### src/rtl/stage_sequencer_pkg.sv
// Shared definitions for the instruction sequencer.
//
// Contents:
//   WORD_DEFAULT  default datapath/PC width
//   PEND_*        bit positions of the write-back request/pending vector
//                 (0 = register file, 1 = memory, 2 = flags)
//   state_t       sequencer FSM state encoding (also exported on the debug
//                 state port)
//   retire_target state entered when an instruction retires
package stage_sequencer_pkg;

  localparam int WORD_DEFAULT = 16;

  localparam int PEND_W    = 3;
  localparam int PEND_REG  = 0;
  localparam int PEND_MEM  = 1;
  localparam int PEND_FLAG = 2;

  typedef enum logic [2:0] {
    ST_IDLE    = 3'd0,
    ST_FETCH   = 3'd1,
    ST_DECODE  = 3'd2,
    ST_EXEC    = 3'd3,
    ST_CHECK   = 3'd4,
    ST_WB_WAIT = 3'd5,
    ST_PC_WB   = 3'd6,
    ST_HALT    = 3'd7
  } state_t;

  // Retirement is an action on a transition, not a state: the sequencer
  // goes straight on to the next fetch while run is held, else it idles.
  function automatic state_t retire_target(input logic run);
    return run ? ST_FETCH : ST_IDLE;
  endfunction

endpackage

### src/rtl/stage_sequencer_wb_tracker.sv
// wb_tracker: write-back bookkeeping for the instruction sequencer.
//
// Holds the pending write-back vector, emits the one-cycle write-back
// triggers and times out acknowledgement waits.
//
// Ports:
//   clk, rst   clock and asynchronous active-high reset
//   load       high in the CHECK cycle: capture req, arm triggers, clear timer
//   active     high while the sequencer sits in WB_WAIT
//   req        write-back requests {flag, mem, reg}
//   ack        completion pulses   {flag, mem, reg}
//   trig       registered write-back triggers, high in the first WB_WAIT cycle
//   all_done   every pending bit is cleared, counting acks of this cycle
//   timeout    the last permitted WB_WAIT cycle passed without completion
module wb_tracker
  import stage_sequencer_pkg::*;
#(
  parameter int WB_TIMEOUT = 15
) (
  input  logic              clk,
  input  logic              rst,
  input  logic              load,
  input  logic              active,
  input  logic [PEND_W-1:0] req,
  input  logic [PEND_W-1:0] ack,
  output logic [PEND_W-1:0] trig,
  output logic              all_done,
  output logic              timeout
);

  localparam int              CNT_W    = $clog2(WB_TIMEOUT + 1);
  localparam logic [CNT_W-1:0] CNT_LAST = CNT_W'(WB_TIMEOUT - 1);

  logic [PEND_W-1:0] pend;
  logic [CNT_W-1:0]  cnt;

  // Acks for bits that are not pending are masked out by pend itself, and
  // an ack arriving in the same cycle as its trigger already counts.
  assign all_done = (pend & ~ack) == '0;

  // cnt holds the number of WB_WAIT cycles already completed, so the wait
  // lasts exactly WB_TIMEOUT cycles. A completing ack in the final cycle
  // takes precedence over the timeout.
  assign timeout = active && !all_done && (cnt == CNT_LAST);

  always_ff @(posedge clk or posedge rst) begin
    if (rst) begin
      pend <= '0;
      trig <= '0;
      cnt  <= '0;
    end else begin
      trig <= '0;
      if (load) begin
        pend <= req;
        trig <= req;
        cnt  <= '0;
      end else if (active) begin
        pend <= pend & ~ack;
        cnt  <= cnt + CNT_W'(1);
      end
    end
  end

endmodule

### src/rtl/stage_sequencer.sv
// stage_sequencer: central instruction-sequencing controller.
//
// Steps every instruction through FETCH, DECODE, EXEC and CHECK, issues the
// register/memory/flag write-backs, waits for their acknowledgements and only
// then applies any PC redirect. Owns the architectural PC (a byte address;
// instructions are one word = 2 bytes) and the retired-instruction count.
//
// Ports:
//   clk, rst                         clock, asynchronous active-high reset
//   run                              keep issuing instructions while high
//   fetch_tr, reg_tr, dne_tr         stage triggers, high for FETCH/DECODE/EXEC
//   reg_wb_en, mem_wb_en,
//   flag_update_en                   write-back requests, sampled in CHECK
//   jump, rjump                      absolute / relative redirect, sampled in CHECK
//   jump_loc                         absolute target in words
//   jump_inc                         signed relative offset in words
//   reg_wb_tr, mem_wb_tr,
//   flag_update_tr                   one-cycle write-back triggers
//   reg_wb_ack, mem_wb_ack,
//   flag_update_ack                  write-back completion pulses
//   pc                               byte address of the current/next fetch
//   instr_cnt                        retired instruction count (wraps)
//   state                            current FSM state (debug)
//   halted                           high in HALT
//   err                              sticky write-back timeout flag
module stage_sequencer
  import stage_sequencer_pkg::*;
#(
  parameter int WORD       = WORD_DEFAULT,
  parameter int WB_TIMEOUT = 15
) (
  input  logic                   clk,
  input  logic                   rst,
  input  logic                   run,
  output logic                   fetch_tr,
  output logic                   reg_tr,
  output logic                   dne_tr,
  input  logic                   reg_wb_en,
  input  logic                   mem_wb_en,
  input  logic                   flag_update_en,
  input  logic                   jump,
  input  logic                   rjump,
  input  logic [WORD-1:0]        jump_loc,
  input  logic signed [WORD-1:0] jump_inc,
  output logic                   reg_wb_tr,
  output logic                   mem_wb_tr,
  output logic                   flag_update_tr,
  input  logic                   reg_wb_ack,
  input  logic                   mem_wb_ack,
  input  logic                   flag_update_ack,
  output logic [WORD-1:0]        pc,
  output logic [WORD-1:0]        instr_cnt,
  output logic [2:0]             state,
  output logic                   halted,
  output logic                   err
);

  state_t st;
  state_t st_nx;
  logic   retire;

  // Redirect captured in CHECK; jump wins over rjump.
  logic                   jmp_l;
  logic                   rj_l;
  logic [WORD-1:0]        loc_l;
  logic signed [WORD-1:0] inc_l;

  logic [PEND_W-1:0] wb_req;
  logic [PEND_W-1:0] wb_ack;
  logic [PEND_W-1:0] wb_trig;
  logic              all_done;
  logic              timeout;

  // Word count to byte offset; the top bit falls off, which is exactly the
  // modulo-2^WORD behaviour wanted for both targets and signed offsets.
  function automatic logic [WORD-1:0] words_to_bytes(input logic [WORD-1:0] w);
    return {w[WORD-2:0], 1'b0};
  endfunction

  // pc already points past the current instruction when PC_WB runs, so the
  // extra word added in DECODE is taken back out here.
  function automatic logic [WORD-1:0] rel_target(input logic [WORD-1:0] base,
                                                 input logic [WORD-1:0] inc);
    return base + words_to_bytes(inc) - WORD'(2);
  endfunction

  assign wb_req = {flag_update_en, mem_wb_en, reg_wb_en};
  assign wb_ack = {flag_update_ack, mem_wb_ack, reg_wb_ack};

  assign reg_wb_tr      = wb_trig[PEND_REG];
  assign mem_wb_tr      = wb_trig[PEND_MEM];
  assign flag_update_tr = wb_trig[PEND_FLAG];

  assign state = st;

  wb_tracker #(
    .WB_TIMEOUT(WB_TIMEOUT)
  ) u_wb_tracker (
    .clk      (clk),
    .rst      (rst),
    .load     (st == ST_CHECK),
    .active   (st == ST_WB_WAIT),
    .req      (wb_req),
    .ack      (wb_ack),
    .trig     (wb_trig),
    .all_done (all_done),
    .timeout  (timeout)
  );

  always_comb begin
    st_nx  = st;
    retire = 1'b0;
    case (st)
      ST_IDLE:    if (run) st_nx = ST_FETCH;
      ST_FETCH:   st_nx = ST_DECODE;
      ST_DECODE:  st_nx = ST_EXEC;
      ST_EXEC:    st_nx = ST_CHECK;
      ST_CHECK: begin
        if (wb_req != '0)       st_nx  = ST_WB_WAIT;
        else if (jump || rjump) st_nx  = ST_PC_WB;
        else                    retire = 1'b1;
      end
      ST_WB_WAIT: begin
        if (all_done) begin
          if (jmp_l || rj_l) st_nx  = ST_PC_WB;
          else               retire = 1'b1;
        end else if (timeout) begin
          st_nx = ST_HALT;
        end
      end
      ST_PC_WB:   retire = 1'b1;
      ST_HALT:    st_nx = ST_HALT;
    endcase
    if (retire) st_nx = retire_target(run);
  end

  // Stage triggers are registered copies of the next-state decode, so they
  // line up with the state register and never see an input combinationally.
  always_ff @(posedge clk or posedge rst) begin
    if (rst) begin
      st        <= ST_IDLE;
      pc        <= '0;
      instr_cnt <= '0;
      jmp_l     <= 1'b0;
      rj_l      <= 1'b0;
      err       <= 1'b0;
      fetch_tr  <= 1'b0;
      reg_tr    <= 1'b0;
      dne_tr    <= 1'b0;
      halted    <= 1'b0;
    end else begin
      st       <= st_nx;
      fetch_tr <= (st_nx == ST_FETCH);
      reg_tr   <= (st_nx == ST_DECODE);
      dne_tr   <= (st_nx == ST_EXEC);
      halted   <= (st_nx == ST_HALT);

      if (st == ST_DECODE) pc <= pc + WORD'(2);
      if (st == ST_PC_WB)  pc <= jmp_l ? words_to_bytes(loc_l) : rel_target(pc, inc_l);

      if (st == ST_CHECK) begin
        jmp_l <= jump;
        rj_l  <= rjump & ~jump;
      end

      if (retire)  instr_cnt <= instr_cnt + WORD'(1);
      if (timeout) err       <= 1'b1;
    end
  end

  // Redirect operands only matter once jmp_l/rj_l say so; no reset needed.
  always_ff @(posedge clk) begin
    if (st == ST_CHECK) begin
      loc_l <= jump_loc;
      inc_l <= jump_inc;
    end
  end

endmodule

### config.mk
export PLATFORM = sky130hd
export DESIGN_NAME = stage_sequencer
export DESIGN_NICKNAME = d
export VERILOG_FILES = /design/src/rtl/stage_sequencer_pkg.sv /design/src/rtl/stage_sequencer_wb_tracker.sv /design/src/rtl/stage_sequencer.sv
export SDC_FILE = /design/constraint.sdc
export NUM_CORES = 1
export LEC_CHECK = 0
export ABC_AREA = 1
export BUFFER_PORTS_ARGS = -buffer_cell sky130_fd_sc_hd__buf_2
export CELL_PAD_IN_SITES_DETAIL_PLACEMENT = 0
export CELL_PAD_IN_SITES_GLOBAL_PLACEMENT = 1
export CORE_MARGIN = 10
export CORE_UTILIZATION = 42
export CTS_CLUSTER_SIZE = 40
export DETAILED_ROUTE_END_ITERATION = 12
export GPL_TIMING_DRIVEN = 0
export PLACE_DENSITY_LB_ADDON = 0.1
export REMOVE_ABC_BUFFERS = 1
export SLEW_MARGIN = 20
export SYNTH_ARGS = -nofsm -noshare
export SYNTH_HDL_FRONTEND = slang
export SYNTH_SLANG_ARGS = --single-unit
### constraint.sdc
create_clock -name clk -period 2.5 [get_ports clk]
set_clock_uncertainty 0.2 [all_clocks]
set_input_delay 0 -clock clk [delete_from_list [all_inputs] [get_ports clk]]
set_output_delay 0 -clock clk [all_outputs]
set_load 0.005 [all_outputs]
Word level (Yosys, flattened, before mapping)
Index checks and enable logic that the tools add are counted.
Widths: inputs -> output; s select.
{"block": "op_classes", "add_sub_neg": 5, "n_eq_ne": 12, "mux": 22, "n_bitwise": 4, "reduce_logical": 10}
{"op": "$mux 16", "count": 3}
{"op": "$mux 3", "count": 10}
{"op": "$pmux 3 s7", "count": 1}
{"op": "$add 16x1->16 const B", "count": 1}
{"op": "$add 16x16->16", "count": 1}
{"op": "$add 16x2->16 const B", "count": 1}
{"op": "$sub 16x2->16 const B", "count": 1}
{"op": "$eq 3x3->1 const B", "count": 5}
{"op": "$eq 3x2->1 const B", "count": 4}
{"op": "$mux 4", "count": 2}
{"op": "$eq 3x1->1 const B", "count": 2}
{"op": "$logic_not 3->1", "count": 2}
{"op": "$mux 1", "count": 5}
{"op": "$add 4x1->4 const B", "count": 1}
{"op": "$eq 4x4->1 const B", "count": 1}
{"op": "$reduce_bool 2->1", "count": 2}
{"op": "$and 3x3->3", "count": 1}
{"op": "$not 3->3", "count": 1}
{"op": "$pmux 1 s3", "count": 1}
{"op": "$reduce_bool 3->1", "count": 1}
{"op": "$logic_and 1x1->1", "count": 2}
{"op": "$logic_or 1x1->1", "count": 2}
{"op": "$and 1x1->1", "count": 1}
{"op": "$logic_not 1->1", "count": 1}
{"op": "$not 1->1", "count": 1}
{"block": "word_totals", "register_bits": 82, "output_inout_bits": 43, "elab_cells": 68}

Depth between registers and ports, before layout
{"block": "logic_depth", "word_depth": 11, "mapped_depth": 14, "depth_no_buf": 14}

By module
From an unflattened synthesis, not the netlist that was laid out.
{"block": "unflattened", "hier_cells": 599, "hier_area_um2": 4912.2}
{"module": "stage_sequencer", "n_inst": 1, "cells_each": 544, "area_per_inst_um2": 4438.0}
{"module": "wb_tracker", "n_inst": 1, "cells_each": 55, "area_per_inst_um2": 474.2}

Worst setup path after synthesis
No wires, ideal clock.
{"block": "synth_timing", "kind": "register -> register", "start": "register pc[2]", "end": "register pc[10]", "setup_time_ps": 116, "arrival_ps": 1975, "t_required_ps": 2184, "slack_ps": 208, "path_stages_with_launch": 13, "synth_period_minus_slack_ps": 2292, "path_cell_list": "dfrtp_1 inv_1 ha_1 inv_1 ha_1 fa_1 nand3_1 nand3_1 nand2_1 a21oi_1 nand3b_1 nand2_1 nand2_1"}
{"block": "synth_via", "elab_chain_cells": 4, "word_cells_on_any_way": 6, "cone_classes": "3 x add/sub; 3 x mux"}
{"item": "start: declaration", "line": "stage_sequencer.sv:51", "rtl": "output logic [WORD-1:0] pc,"}
{"item": "start signal: assignment", "line": "stage_sequencer.sv:158", "rtl": "if (st == ST_DECODE) pc <= pc + WORD'(2);"}
{"item": "start signal: assignment", "line": "stage_sequencer.sv:159", "rtl": "if (st == ST_PC_WB) pc <= jmp_l ? words_to_bytes(loc_l) : rel_target(pc, inc_l);"}
{"item": "$add 16x16->16", "line": "stage_sequencer.sv:84", "rtl": "return base + words_to_bytes(inc) - WORD'(2);"}
{"item": "$sub 16x2->16", "line": "stage_sequencer.sv:84"}
{"item": "$mux 16", "line": "stage_sequencer.sv:159"}
{"item": "$mux 16 (*)", "line": "stage_sequencer.sv:159"}
Every way passes the cells marked *; elsewhere a longest branch is shown, timed or not. The select of a mux whose other input is x is not followed.
A chain may end at the register's enable or synchronous reset.

Worst setup path in the final report
{"block": "layout_timing", "start": "register pc[1]", "end": "register pc[14]"}
The elaborated chain is that of the path after synthesis.

==> metrics.log <==
INFO  metric yosys.area_share.simple = roughly 26%
INFO  metric path_cells = inv_1, ha_1, inv_1, ha_2, fa_2, nand3_1, nand3_2, nand3_1, nand3_1, nand2_1, nand3_1, nand2_1, nand2_1
INFO  metric grt_first_pass_wirelength = approximately 21,000 um
INFO  metric synth_xor_xnor_area_share = 5.01%
INFO  metric crit_path_frequent_cell = sky130_fd_sc_hd__nand3_1
INFO  metric yosys_register_bits = 81
INFO  metric met2_length = 6220 um
INFO  metric startpoint_type = flop
INFO  metric combinational_family_with_the_most_area_after_synthesis = simple AND/OR/NAND/NOR gates
INFO  metric post_synth_num_cell_types = 44
INFO  metric intPower = about 4.4 mW
INFO  metric synth_async_sr_flop_share = about 63%
INFO  metric critical_path.max_fanout = 5
INFO  metric period_needed = between 2000 and 2500 ps
INFO  metric muxShareOfSynthArea = 0%
INFO  metric fin_worst_hold_slack = between 90 and 100 ps
INFO  metric power = around 8.0 mW
INFO  metric worst_skew_pair.late_latency = between 300 and 400 ps
INFO  metric timing.hold.worst.class = primary input to asynchronous set/reset pin
INFO  metric cp_slowest_cell = sky130_fd_sc_hd__dfrtp_1
INFO  metric ctsRootBufferMaster = sky130_fd_sc_hd__clkbuf_16
INFO  metric power.switching_fraction = between 40% and 50%
INFO  metric cts_tree = built
INFO  metric global_route.usage.total = roughly 16%
INFO  metric place_worst_setup_slack = -186 ps
INFO  metric dpl-instance-area = between 5000 and 6000 um^2
INFO  metric crit_path_end_kind = flop
INFO  metric vias_per_cell = 4.77
INFO  metric power.leakage = 3.20 nW
INFO  metric post_synth.cell_area_avg = around 8 um^2
INFO  metric register_area = roughly 2200 um^2
INFO  metric layout.cell_area.non_filler = roughly 6300 um^2
INFO  metric final_cycle_utilization_of_the_critical_path = around 93%
INFO  metric clk_path_buf_depth = 2
INFO  metric io-pin-count = 86
INFO  metric post_route_cells_drive_above_1_share = around a fifth
INFO  metric rsz0062_at_grt = false
INFO  metric fin_setup_tns = 0 ps
INFO  metric ant_nets = 0
INFO  metric initial_antenna_violation_count = 0
INFO  metric cap_violations = 0
INFO  metric synth-seq-area-share = between 40% and 50%
INFO  metric synth-edff-count = 30
INFO  metric effective_utilization_at_floorplan = between 40% and 50%
INFO  metric synthDominantAreaCellType = sky130_fd_sc_hd__dfrtp_1
INFO  metric cts_htree_levels = 3
INFO  metric maxSlewHeadroom = between 40% and 50%
INFO  metric cpLargestDelayFamily = adder cells
INFO  metric grt_start_max_net_pins = between 50 and 60
INFO  metric routed-wl-met3 = between 400 and 500 um
INFO  metric n_antenna_cell = 0
INFO  metric grt_overflow = 0
INFO  metric postSynth.topFlopCell = sky130_fd_sc_hd__dfrtp_1
INFO  metric synth.top_cells.by_area = sky130_fd_sc_hd__dfrtp_1 26%, sky130_fd_sc_hd__edfxtp_1 19%, sky130_fd_sc_hd__nand2_1 12%
INFO  metric cts_inserted_buffers = 9
INFO  metric io_buffers = slightly above 80
INFO  metric hpwl = 9320 um
INFO  metric final_cells = around 900
INFO  metric areaGrowthSynthToFinish = 29.8%
INFO  metric floorplan.core_area = ~11,000 um^2
INFO  metric cp_num_buf_inv = 2
INFO  metric powerDensity = around 1300 nW/um^2
INFO  metric setup.worst_path.class = flop to flop
INFO  metric synthDominantCellAreaShare = 26.2%
INFO  metric chipWidth = between 100 and 150 um
INFO  metric multi_input_area = approximately 2300 um^2
INFO  metric maxClockFrequency = between 400 and 500 MHz
INFO  metric worstMarginPinSlew = between 800 and 900 ps
INFO  metric final_max_slew_viol_count = 0
INFO  metric die_height = 128 um
INFO  metric die-area = between 15,000 and 20,000 um^2
INFO  metric drt_drc_violations_left = 0
INFO  metric place_inst = 829
INFO  metric routed.top_layer = met4
INFO  metric wirelength = 12,700 um
INFO  metric max-vdd-ir-drop = between 0.0006 and 0.0007 V
INFO  metric finalWeightedCongestion = roughly 0.89
INFO  metric mappedNetlistArea = about 4900 um^2
INFO  metric critical_path_required = about 2500 ps
INFO  metric detail_route.wirelength.met1 = ~5800 um
INFO  metric clock_sink_total = 81
INFO  metric vias_in_the_first_global_route = approximately 4,500
INFO  metric postSynthCellCount = slightly above 600
INFO  metric complex_gate_fraction_of_the_synthesized_area = between 5 and 6%
INFO  metric power.net_switching = 3.61 mW
INFO  metric drt_first_iter_violations = approximately 260
INFO  metric yosys_warnings = 0
INFO  metric nFillCells = 1,076
INFO  metric drt_first_pass_iters = 4
INFO  metric status = finished clean
INFO  metric p_comb_share = a little under three fifths
INFO  metric finalHoldViolCount = 0
INFO  metric vias = approximately 4,300
INFO  metric row_count = 39
INFO  metric final_critical_path_setup_slack = about 160 ps
INFO  metric seq_power_share = between 20% and 30%
INFO  metric finalCoreUtilization = 55.6%
INFO  metric num-nets-final = 825
INFO  metric setup_violations = 0
INFO  metric worst_setup_hold_path_clk_slew = 60 ps
INFO  metric power.share.clock = about 17%
INFO  metric cp_data_arrival_time = roughly 2400 ps
INFO  metric cp_slowest_stage_delay = ~430 ps
INFO  metric drt-wirelength-per-cell = 14.1 um
INFO  metric synth_adder_area_share = under 10%
[power groups by stage]
| stage | logic [mW] | clock network (mW) | registers [mW] |
|---|---|---|---|
| floorplan | 2.83 | 0 | 2.17 |
| CTS | 4.12 | 1.37 | 2.20 |
| global placement | 3.90 | 0 | 2.24 |
| finish | 4.42 | 1.34 | 2.21 |
| global route | 5.13 | 1.42 | 2.26 |
| detailed placement | 3.96 | 0 | 2.25 |
[kinds of logic (layout without fill, tap and decap cells)]
kind of cell               count (synthesis)  count (layout)
AOI/OAI and AO/OA                         49              49
xor gates and xnor gates                  27              27
adders and majority gates                 32              32
buffers and inverters                    129             273
DFF                                       81              81
other                                      1               1
and+or+nand+nor                          292             292
[flip-flops by register name, summed over array words and instances, names as in the netlist]
name,cells
fetch_tr,1
inc_l,15
dne_tr,1
u_wb_tracker.trig,3
halted,1
instr_cnt,16
jmp_l,1
u_wb_tracker.pend,3
pc,15
err,1
u_wb_tracker.cnt,4
rj_l,1
reg_tr,1
state,3
loc_l,15
[cell usage in the layout, fill, tap and decap left out, types with 8 or more instances in the layout]
cell	n
sky130_fd_sc_hd__a21oi_1	8
sky130_fd_sc_hd__buf_2	82
sky130_fd_sc_hd__buf_4	12
sky130_fd_sc_hd__clkbuf_16	9
sky130_fd_sc_hd__dfrtp_1	47
sky130_fd_sc_hd__dlygate4sd3_1	41
sky130_fd_sc_hd__edfxtp_1	30
sky130_fd_sc_hd__ha_1	23
sky130_fd_sc_hd__inv_1	114
sky130_fd_sc_hd__nand2_1	146
sky130_fd_sc_hd__nand2_2	8
sky130_fd_sc_hd__nand3_1	46
sky130_fd_sc_hd__nand4_1	9
sky130_fd_sc_hd__nor2_1	56
sky130_fd_sc_hd__nor3_1	10
sky130_fd_sc_hd__o21ai_0	20
sky130_fd_sc_hd__xor2_1	19
[final timing paths]
path | from | slack [ps] | cells after the start | endpoint
setup / recovery | pc[1] | 160 | 13 | pc[14]
hold / removal | rst | 100 | 3 | instr_cnt[0]
setup reg to reg | pc[1] | 160 | 13 | pc[14]
hold reg to reg | err | 270 | 1 | err
max in group asynchronous | rst | 1500 | 3 | state[2]
min in group clk | jump_loc[5] | 160 | 2 | loc_l[5]
[Yosys cell counts (5+ instances only)]
cell type,number
sky130_fd_sc_hd__o21ai_1,6
sky130_fd_sc_hd__ha_1,31
sky130_fd_sc_hd__inv_1,116
sky130_fd_sc_hd__nand2_1,150
sky130_fd_sc_hd__nor2_1,59
sky130_fd_sc_hd__nand4_1,9
sky130_fd_sc_hd__a21oi_1,9
sky130_fd_sc_hd__dfrtp_1,51
sky130_fd_sc_hd__xnor2_1,6
sky130_fd_sc_hd__nor3_1,10
sky130_fd_sc_hd__nand3_1,48
sky130_fd_sc_hd__xor2_1,20
sky130_fd_sc_hd__o21ai_0,20
sky130_fd_sc_hd__edfxtp_1,30
sky130_fd_sc_hd__nand2_2,5
[worst reg2reg max path, stage by stage, from the launching register on]
cell                      delay (ps)
sky130_fd_sc_hd__dfrtp_1         430
sky130_fd_sc_hd__inv_1            90
sky130_fd_sc_hd__ha_1            160
sky130_fd_sc_hd__inv_1            50
sky130_fd_sc_hd__ha_2            200
sky130_fd_sc_hd__fa_2            380
sky130_fd_sc_hd__nand3_1         100
sky130_fd_sc_hd__nand3_2         120
sky130_fd_sc_hd__nand3_1         130
sky130_fd_sc_hd__nand3_1          80
sky130_fd_sc_hd__nand2_1          60
sky130_fd_sc_hd__nand3_1          90
sky130_fd_sc_hd__nand2_1          90
sky130_fd_sc_hd__nand2_1          50
[what timing repair did]
item,4_1_cts,5_1_grt
gates resized for setup,2,29
endpoints found under the setup margin,25,26
hold endpoints to repair,94,0
setup buffers,3,9
cloned,0,0
pin swaps,0,0
hold buffers,41,0
[per-layer routing]
metal,vias up,track usage [%]
met1,1991,20.0
met5,-,0
met2,77,27.2
li1,2205,-
met4,0,5.43
met3,12,3.39
[final cells by class]
class                           instances  area share (%)
Multi-Input combinational cell        401            36.0
Sequential cell                        81            34.5
Timing Repair Buffer                  135            14.4
Inverter                              122            7.49
Clock buffer                           11            3.84
Tap cell                              143            2.83
Clock inverter                          5           0.891
No activity file was read; power rests on OpenSTA's default activity.
